### src/rtl/serial_deframer.sv
// Start-bit framed serial receiver: LSB-first word assembly into a 2-entry output FIFO.
// Define SERIAL_DEFRAMER_PARITY_EN to add an even-parity bit between data and stop.
module serial_deframer #(
    parameter int WIDTH = 8
) (
    input  logic             clk,
    input  logic             rst,
    input  logic             bit_in,
    input  logic             bit_en,
    output logic [WIDTH-1:0] out_data,
    output logic             out_valid,
    input  logic             out_ready,
    output logic             frame_err,
    output logic             par_err,
    output logic             overflow,
    input  logic             ovf_clr
);

    localparam int CW = (WIDTH > 2) ? $clog2(WIDTH) : 1;

`ifdef SERIAL_DEFRAMER_PARITY_EN
    typedef enum logic [1:0] {S_IDLE, S_DATA, S_PAR, S_STOP} state_t;
`else
    typedef enum logic [1:0] {S_IDLE, S_DATA, S_STOP} state_t;
`endif

    state_t           state_q;
    logic [CW-1:0]    cnt_q;
    logic [WIDTH-1:0] sr_q;
    logic             ferr_q;
    logic [WIDTH-1:0] head_q, head_d;
    logic [WIDTH-1:0] tail_q, tail_d;
    logic [1:0]       fcnt_q, fcnt_d;
    logic             valid_q;
    logic             ovf_q, ovf_d;

    logic stop_smp, par_bad, good, pop, room, push, ovf_evt;

`ifdef SERIAL_DEFRAMER_PARITY_EN
    logic par_q;
    logic perr_q;
    assign par_bad = ^{sr_q, par_q};
    assign par_err = perr_q;
`else
    assign par_bad = 1'b0;
    assign par_err = 1'b0;
`endif

    assign stop_smp = bit_en && (state_q == S_STOP);
    assign good     = stop_smp && !bit_in && !par_bad;
    assign pop      = valid_q && out_ready;
    // A full FIFO still has room when its head leaves on the same edge.
    assign room     = (fcnt_q != 2'd2) || pop;
    assign push     = good && room;
    assign ovf_evt  = good && !room;

    assign out_data  = head_q;
    assign out_valid = valid_q;
    assign frame_err = ferr_q;
    assign overflow  = ovf_q;

    always_comb begin
        head_d = head_q;
        tail_d = tail_q;
        fcnt_d = fcnt_q;
        case ({push, pop})
            2'b10: begin
                if (fcnt_q == 2'd0) head_d = sr_q;
                else                tail_d = sr_q;
                fcnt_d = fcnt_q + 2'd1;
            end
            2'b01: begin
                head_d = tail_q;
                fcnt_d = fcnt_q - 2'd1;
            end
            2'b11: begin
                if (fcnt_q == 2'd1) begin
                    head_d = sr_q;
                end else begin
                    head_d = tail_q;
                    tail_d = sr_q;
                end
            end
            default: ;
        endcase
        ovf_d = ovf_evt ? 1'b1 : (ovf_clr ? 1'b0 : ovf_q);
    end

    always_ff @(posedge clk or negedge rst) begin
        if (!rst) begin
            state_q <= S_IDLE;
            cnt_q   <= '0;
            sr_q    <= '0;
            ferr_q  <= 1'b0;
`ifdef SERIAL_DEFRAMER_PARITY_EN
            par_q   <= 1'b0;
            perr_q  <= 1'b0;
`endif
        end else begin
            ferr_q <= stop_smp && bit_in;
`ifdef SERIAL_DEFRAMER_PARITY_EN
            perr_q <= stop_smp && !bit_in && par_bad;
`endif
            if (bit_en) begin
                case (state_q)
                    S_IDLE: begin
                        if (bit_in) begin
                            state_q <= S_DATA;
                            cnt_q   <= '0;
                        end
                    end
                    S_DATA: begin
                        sr_q[cnt_q] <= bit_in;
                        cnt_q       <= cnt_q + 1'b1;
                        if (cnt_q == CW'(WIDTH - 1)) begin
`ifdef SERIAL_DEFRAMER_PARITY_EN
                            state_q <= S_PAR;
`else
                            state_q <= S_STOP;
`endif
                        end
                    end
`ifdef SERIAL_DEFRAMER_PARITY_EN
                    S_PAR: begin
                        par_q   <= bit_in;
                        state_q <= S_STOP;
                    end
`endif
                    default: state_q <= S_IDLE;
                endcase
            end
        end
    end

    always_ff @(posedge clk or negedge rst) begin
        if (!rst) begin
            head_q  <= '0;
            tail_q  <= '0;
            fcnt_q  <= 2'd0;
            valid_q <= 1'b0;
            ovf_q   <= 1'b0;
        end else begin
            head_q  <= head_d;
            tail_q  <= tail_d;
            fcnt_q  <= fcnt_d;
            valid_q <= (fcnt_d != 2'd0);
            ovf_q   <= ovf_d;
        end
    end

endmodule

### config.mk
export PLATFORM = sky130hd
export DESIGN_NAME = serial_deframer
export DESIGN_NICKNAME = d
export VERILOG_FILES = /design/src/rtl/serial_deframer.sv
export SDC_FILE = /design/constraint.sdc
export NUM_CORES = 1
export LEC_CHECK = 0
export ABC_AREA = 1
export BUFFER_PORTS_ARGS = -buffer_cell sky130_fd_sc_hd__buf_2
export CORE_ASPECT_RATIO = 1.4
export CORE_MARGIN = 8
export CORE_UTILIZATION = 50
export DETAILED_ROUTE_END_ITERATION = 12
export GPL_ROUTABILITY_DRIVEN = 0
export PLACE_DENSITY = 0.79
export SYNTH_ARGS = -nofsm -noshare
export SYNTH_HDL_FRONTEND = slang
export SYNTH_SLANG_ARGS = --single-unit
export TNS_END_PERCENT = 1
### constraint.sdc
create_clock -name clk -period 3.2 [get_ports clk]
set_input_delay 0.32 -clock clk [delete_from_list [all_inputs] [get_ports clk]]
set_output_delay 0.32 -clock clk [all_outputs]
set_load 0.03 [all_outputs]
==> flow_summary.toml, run 1 <==
[route]
drc = 0
wirelength_um = 3670
drt_iter0_drc = 78
first_pass_iters = 4
ant_nets = 0
vias = 1561
route.detailed.vias_per_inst = 5.10
wl_per_cell_um = 12.0

[worst_setup_path]
worstPathArrival_ns = 1.87
timing.rr.end = "out_data[7]"
rrSetupSlack_ns = 1.51
critPathKind = "reg2reg"
cp_max_fo = 22
cpPeakStageDelay_ns = 0.37
start_kind = "flop"
cpMostUsedCell = "nand2_1"
cp-end-kind = "flop"
crit_slowest_cell = "dfrtp_1"
reg2regPathDepth = 7
r2r-start = "out_valid"
critPathRequiredTime_ns = 3.38
worstPathCellList = "nand2_1 > buf_4 > inv_1 > o211ai_4 > nand2_4 > nand2_1 > nand2_1"

[synth]
syn_inst = 246
ys_seq_elements = 34
synth_top_area_cell = "dfrtp_1"
syn-num-nets = 257
yosys_warnings = 0
synth_cell_types = 27
syn_avg_cell_area_um2 = 7.87
synth_edf_count = 0
synthFlopType = "dfrtp_1"
synth_area_um2 = 1940
synth_area_leaders = "dfrtp_1, nand2_1, nand3_1"
ys_seq_area_share_pct = 44.0
async_flop_share_pct = 100
synth_top_area_share_pct = 44.0

[cts]
clock-root-buffer = "clkbuf_8"
postCtsSetupBuffers = 0
post_cts_resized = 0
cts.sinks = 34
hold_buffers = 0
cts_max_level = 2
clockBufferDepth = 2
cts_tree = "done"
cts_made_buffers = 5
clkLatencyLatePin_ns = 0.29
cts.clk_slew.worst_paths_ns = 0.07

[sta]
clock_skew_ns = 0.00520
tightest_slew_ns = 0.738
max_slew_margin_pct = 50.8
fin_hold_ws_ns = 0.0909
fin_crit_sh_pct = 52.8
fin_ws_ns = 1.51
rsz0062_at_grt = "false"
finalHoldViolCount = 0
setup_viol = 0
drv_slew = 0
fin_crit_ns = 1.69
max_freq_mhz = 591
fin_setup_tns_ns = 0

[job]
max-cap-violations = 0

[global_route]
grt_max_degree = 35
antenna_found_initial = 0
grt_pass1_vias = 1489
globalRoute.totalOverflow = 0
track_usage_pct = 13.5
grt_pass1_wl_um = 6400

[die]
boundaryPins = 18
core.rowCount = 27
die_area_um2 = 6150
core_area_um2 = 3820
fp.dieW_um = 68.6
initial_utilization_pct = 50.7
die_h_um = 89.6

[cells_and_area]
fin_cells = 306
area_growth_syn_to_layout_pct = 9.57
multi_input_area_um2 = 931
insertedDiodeCount = 0
layout.nets = 273
regArea_um2 = 851
final_util_pct = 55.6
fill_cells = 364
drive_gt1_share_pct = 16.7

[placement]
dp_cells = 298
dp_hpwl_um = 2780
numPortBuffers = 16
pre_cts_ws_ns = 1.47

[worst_hold_path]
hold_path.class = "in2async"

[outcome]
outcome = "completed"

[power_and_ir_drop]
power_density_nw_per_um2 = 867
power_leakage_nw = 1.11
vdd_ir_drop_max_mv = 0.599
-- cells in the mapped netlist (all sizes together), types with 2 or more instances --
master   n
buf      8
dfrtp   34
ha       5
inv     25
nand2   86
nand3   41
nand4    3
nor2    13
nor3     3
o211ai   2
o21ai   21
-- sequential cells by signal, indices dropped and copies added, names as in the netlist --
register   flops
overflow       1
sr_q           8
fcnt_q         2
cnt_q          3
tail_q         8
frame_err      1
state_q        2
out_data       8
out_valid      1
-- metal layers --
| metal | share of wire (%) | global-route usage [%] | up-vias |
|---|---|---|---|
| li1 | - | - | 821 |
| met3 | 3.7 | 3.35 | 6 |
| met4 | 2.1 | 7.48 | 0 |
| met2 | 51 | 23.6 | 15 |
| met1 | 43 | 14.2 | 719 |
| met5 | 0 | 0 | - |
-- worst max-delay path by stage --
| stage | cells past startpoint | startpoint | slack [ns] | endpoint |
|---|---|---|---|---|
| after global placement | 8 | out_ready | 1.53 | out_data[4] |
| after detailed placement | 8 | out_ready | 1.47 | out_data[1] |
| after floorplan | 6 | out_valid | 1.82 | out_data[0] |
| after global routing | 7 | out_valid | 1.31 | out_data[7] |
| final | 7 | out_valid | 1.51 | out_data[7] |
| after CTS | 7 | out_valid | 1.50 | out_data[1] |
-- where the power goes --
group	switching, W	total, W	internal, W
Sequential	0.000147	0.000747	0.000600
Clock	0.000159	0.000331	0.000173
Combinational	0.000511	0.000761	0.000249
Total	0.000817	0.00184	0.00102
-- worst max-delay path: cells and delay by family (launching register included) --
family,cells,cell delay (ns)
buffers and inverters,2,0.52
AND/OR/NAND/NOR,4,0.32
flip-flops,1,0.37
AO/OA/AOI/OAI,1,0.36
-- logic make-up (layout without fill, tap and decap cells) --
family,Yosys count,after routing,synth area share (%)
flip-flops,34,34,44.0
other,1,1,0.194
AND/OR/NAND/NOR,147,147,37.0
adder cells (fa/ha/maj),5,5,3.23
buffers and inverters,34,51,7.95
AO/OA/AOI/OAI,25,25,7.63
-- per-stage QoR --
step	cell area (um^2)	power (W)
CTS	2120	0.00186
global route	2120	0.00199
floorplan	1940	0.00135
finish	2120	0.00184
global placement	2030	0.00150
detailed placement	2030	0.00153
-- placed cells by master (no fill, tap or decap), drive strengths merged --
cell	netlist	routed
nand2	86	86
nand3	41	41
dfrtp	34	34
inv	25	25
o21ai	21	21
buf	8	17
nor2	13	13
clkbuf	0	6
ha	5	5
nand4	3	3
nor3	3	3
clkinv	1	2
o211ai	2	2
nand3b	1	1
a21oi	1	1
o32ai	1	1
conb	1	1
clkinvlp	0	1
-- final cells by class --
type                    count  share of cell area [%]
clock buffers               6                    3.89
repair buffers             17                    4.13
inverters                  26                    4.84
clock inverters             2                   0.590
flip-flops and latches     34                    40.1
multi-input cells         178                    43.9
well taps                  43                    2.54
(Power assumes the default switching activity.)
==> inputs of run 2 (changes only) <==
--- a/config.mk
+++ b/config.mk
@@ -12,7 +12,7 @@
 export CORE_UTILIZATION = 50
 export DETAILED_ROUTE_END_ITERATION = 12
 export GPL_ROUTABILITY_DRIVEN = 0
-export PLACE_DENSITY = 0.79
+export PLACE_DENSITY = 0.82
 export SYNTH_ARGS = -nofsm -noshare
 export SYNTH_HDL_FRONTEND = slang
 export SYNTH_SLANG_ARGS = --single-unit
==> constraint.sdc (replaced) <==
create_clock -name clk -period 1.5 [get_ports clk]
set_input_delay 0.15 -clock clk [delete_from_list [all_inputs] [get_ports clk]]
set_output_delay 0.15 -clock clk [all_outputs]
set_load 0.03 [all_outputs]
==> flow_summary.toml, run 2 (synthesis gave the netlist of run 1 again) <==
[outcome]
outcome = "completed"

[cells_and_area]
fill_cells = 353
final_util_pct = 57.0
regArea_um2 = 851
layout.cells.most_common = "nand2_1"
multi_input_area_um2 = 936
area_growth_syn_to_layout_pct = 12.4
fin_cells = 312
drive_gt1_share_pct = 18.6
layout.nets = 279
final_cell_mix = "nand2_1, nand3_1, dfrtp_1, inv_1, buf_2"
insertedDiodeCount = 0

[route]
first_pass_iters = 5
drc = 0
wl_per_cell_um = 11.9
ant_nets = 0
wirelength_um = 3710
route.detailed.vias_per_inst = 5.08
vias = 1585
drt_iter0_drc = 71

[worst_setup_path]
crit_family = "simple AND/OR/NAND/NOR gates"
cp_max_fo = 8
start_kind = "flop"
worstPathArrival_ns = 1.58
cp-end-kind = "flop"
critPathRequiredTime_ns = 1.68
path_buf_inv = 3
worstPathCellList = "inv_1 > ha_1 > inv_2 > nand4_4 > inv_4 > nand2_2 > nand3_1 > nand2_1"
reg2regPathDepth = 8
path_depth = 8
critPathKind = "reg2reg"
crit_slowest_cell = "dfrtp_1"
cpPeakStageDelay_ns = 0.37

[sta]
fin_crit_sh_pct = 93.0
fin_hold_ws_ns = 0.0465
clock_skew_ns = 0.00517
fin_setup_tns_ns = 0
setup_viol = 0
drv_slew = 0
fin_crit_ns = 1.39
rsz0062_at_grt = "false"
max_freq_mhz = 717
finalHoldViolCount = 0

[global_route]
grt_max_degree = 35
globalRoute.totalOverflow = 0
grt_pass1_wl_um = 6740
track_usage_pct = 14.1
grt_pass1_vias = 1694
antenna_found_initial = 0

[power_and_ir_drop]
vdd_ir_drop_max_mv = 1.03
power_density_nw_per_um2 = 1830
power_leakage_nw = 1.14

[worst_hold_path]
min_path_cells = 2
hold_path.class = "in2reg"

[placement]
dp_cells = 302
dp_hpwl_um = 2830
numPortBuffers = 16

[die]
die_h_um = 89.6
core.rowCount = 27
boundaryPins = 18
core_area_um2 = 3820
initial_utilization_pct = 50.7
fp.dieW_um = 68.6
die_area_um2 = 6150

[cts]
cts_made_buffers = 5
clock-root-buffer = "clkbuf_8"
cts_max_level = 2
clockBufferDepth = 2
clkLatencyLatePin_ns = 0.29
cts_tree = "done"
cts.sinks = 34
cts.clk_slew.worst_paths_ns = 0.07

[job]
max-cap-violations = 0
-- run 2: repair_timing --
action,in CTS,in global routing
resized for setup,0,3
hold buffers,1,0
endpoints found under the setup margin,0,18
setup buffers,0,1
hold endpoints to repair,34,0
-- run 2: where the power goes --
part           switching [W]  internal (W)
Sequential          0.000320       0.00128
Combinational        0.00110      0.000574
Clock               0.000341      0.000369
-- run 2: cell type report --
type                    count  area share [%]
clock buffers               6            3.80
clock inverters             2           0.575
inverters                  26            4.83
multi-input cells         178            43.0
flip-flops and latches     34            39.1
well taps                  43            2.47
repair buffers             23            6.21
-- run 2: stage by stage --
step	total power (W)	instance area (um^2)	setup slack, ns
4_1_cts	0.00399	2160	0.00700
2_1_floorplan	0.00287	1940	0.121
3_3_place_gp	0.00321	2060	0.0987
5_1_grt	0.00434	2180	0.000322
6_report	0.00399	2180	0.105
3_5_place_dp	0.00328	2060	0.0137
-- run 2: final timing paths --
check,from,endpoint,slack (ns)
setup / recovery,fcnt_q[0],tail_q[4],0.11
hold / removal,ovf_clr,overflow,0.05
setup reg to reg,fcnt_q[0],tail_q[4],0.11
hold reg to reg,out_data[0],out_data[0],0.50
max in group asynchronous,rst,sr_q[5],0.76
min in group asynchronous,rst,overflow,0.43
-- run 2: layer usage --
metal	track usage, %	part of all wire, %
met5	0	0
met4	9.16	2.1
met3	2.61	3.8
met2	26.3	55
met1	13.4	39
==> inputs of run 3 (changes only) <==
--- a/config.mk
+++ b/config.mk
@@ -7,12 +7,14 @@
 export LEC_CHECK = 0
 export ABC_AREA = 1
 export BUFFER_PORTS_ARGS = -buffer_cell sky130_fd_sc_hd__buf_2
+export CAP_MARGIN = 20
 export CORE_ASPECT_RATIO = 1.4
 export CORE_MARGIN = 8
 export CORE_UTILIZATION = 50
 export DETAILED_ROUTE_END_ITERATION = 12
 export GPL_ROUTABILITY_DRIVEN = 0
 export PLACE_DENSITY = 0.82
+export SETUP_SLACK_MARGIN = 0.3
 export SYNTH_ARGS = -nofsm -noshare
 export SYNTH_HDL_FRONTEND = slang
 export SYNTH_SLANG_ARGS = --single-unit
==> flow_summary.toml, run 3 (synthesis gave the netlist of run 1 again) <==
[outcome]
outcome = "completed"

[power_and_ir_drop]
vdd_ir_drop_max_mv = 1.21
power_leakage_nw = 1.22
power_density_nw_per_um2 = 1900
p_switching_w = 0.00202
switching_share_pct = 44.7
power.total_w = 0.00452
seqPwrFrac_pct = 36.1
combPwrFrac_pct = 47.9
clock_power_share_pct = 16.0
intPower_w = 0.00250

[placement]
dp_hpwl_um = 2890
numPortBuffers = 16
dpl_cell_area_um2 = 2050

[route]
route.detailed.vias_per_inst = 5.33
drt_iter0_drc = 124
routed-wl-met2_um = 2530
highest_layer = "met4"
wirelength_um = 4530
wl_per_cell_um = 14.2
met1_length_um = 1710
vias = 1704
drc = 0
first_pass_iters = 5
ant_nets = 0
met3WireLength_um = 159

[global_route]
grt_pass1_vias = 1707
grt_pass1_wl_um = 7200
globalRoute.totalOverflow = 0
grt_max_degree = 35
antenna_found_initial = 0
track_usage_pct = 15.3

[cts]
cts_made_buffers = 5
cts.clk_slew.worst_paths_ns = 0.08
cts.sinks = 34
clockBufferDepth = 2
cts_tree = "done"
cts_max_level = 2
clock-root-buffer = "clkbuf_8"
clkLatencyLatePin_ns = 0.29

[die]
die_area_um2 = 6150
fp.dieW_um = 68.6
core.rowCount = 27
initial_utilization_pct = 50.7
core_area_um2 = 3820
boundaryPins = 18
die_h_um = 89.6

[worst_setup_path]
crit_family = "simple AND/OR/NAND/NOR gates"
critPathKind = "reg2reg"
path_buf_inv = 0
start_kind = "flop"
worstPathCellList = "nor2_4 > nand2_8 > nor2_4 > nand2_1 > nand3_2 > nand2_1 > nand2_1"
path_depth = 7
cp_max_fo = 9
cpPeakStageDelay_ns = 0.45
reg2regPathDepth = 7
cpMostUsedCell = "nand2_1"
cp-end-kind = "flop"
crit_slowest_cell = "dfrtp_2"
critPathRequiredTime_ns = 1.74
worstPathArrival_ns = 1.61

[sta]
fin_hold_ws_ns = 0.0595
finalHoldViolCount = 0
max_freq_mhz = 728
fin_crit_sh_pct = 91.5
max_slew_margin_pct = 49.9
setup_viol = 0
fin_setup_tns_ns = 0
drv_slew = 0
fin_crit_ns = 1.37
clock_skew_ns = 0.00852
tightest_slew_ns = 0.751
rsz0062_at_grt = "true"

[cells_and_area]
insertedDiodeCount = 0
drive_gt1_share_pct = 27.4
final_cell_mix = "nand2_1, nand3_1, dfrtp_1, inv_1, buf_2"
layout.cells.most_common = "nand2_1"
layout.nets = 287
final_util_pct = 62.3
finalInstanceArea_um2 = 2380
area_growth_syn_to_layout_pct = 22.8

[worst_hold_path]
min_path_cells = 2
hold_path.class = "in2reg"

[job]
max-cap-violations = 0
[run 3: cell count changes in the layout (fill, tap and decap cells not counted), sizes merged]
cell  previous run  this run
buf             22        30
[run 3: stage by stage]
step | setup WS, ns | std cells
after global routing | 0.0512 | 320
after CTS | 0.147 | 313
after floorplan | 0.247 | 246
after global placement | 0.160 | 299
after detailed placement | 0.107 | 299
final | 0.127 | 320
[run 3: final cells by class]
type	count	area [um^2]
multi-input combinational	178	1020
clock buffer	6	82.6
timing repair buffer	31	243
inverter	26	110
sequential	34	855
tap	43	53.8
fill	299	1440
clock inverter	2	12.5
[run 3: power groups by stage]
stage / sequential (W) / clock [W] / combinational (W)
finish: 0.00163 / 0.000724 / 0.00217
global route: 0.00167 / 0.000769 / 0.00238
detailed placement: 0.00162 / 0 / 0.00171
global placement: 0.00160 / 0 / 0.00166
CTS: 0.00160 / 0.000727 / 0.00200
floorplan: 0.00177 / 0 / 0.00120
[run 3: final timing paths]
kind                             start          end  slack (ns)
max                         state_q[0]  out_data[1]        0.13
min                            ovf_clr     overflow        0.06
max reg2reg                 state_q[0]  out_data[1]        0.13
min reg2reg                out_data[6]  out_data[6]        0.50
max in group asynchronous          rst   state_q[0]        0.51
min in group asynchronous          rst  out_data[4]        0.45
[run 3: timing repair]
action,4_1_cts,5_1_grt
setup buffers,4,7
hold endpoints to repair,34,0
hold buffers,1,0
pin swaps,10,11
endpoints found under the setup margin,29,33
gates resized for setup,13,12
gates cloned,1,0
[run 3: routing by layer]
metal	vias up	global-route usage [%]
li1	854	-
met1	805	13.7
met2	36	29.3
met3	9	2.61
met4	0	10.5
met5	-	0
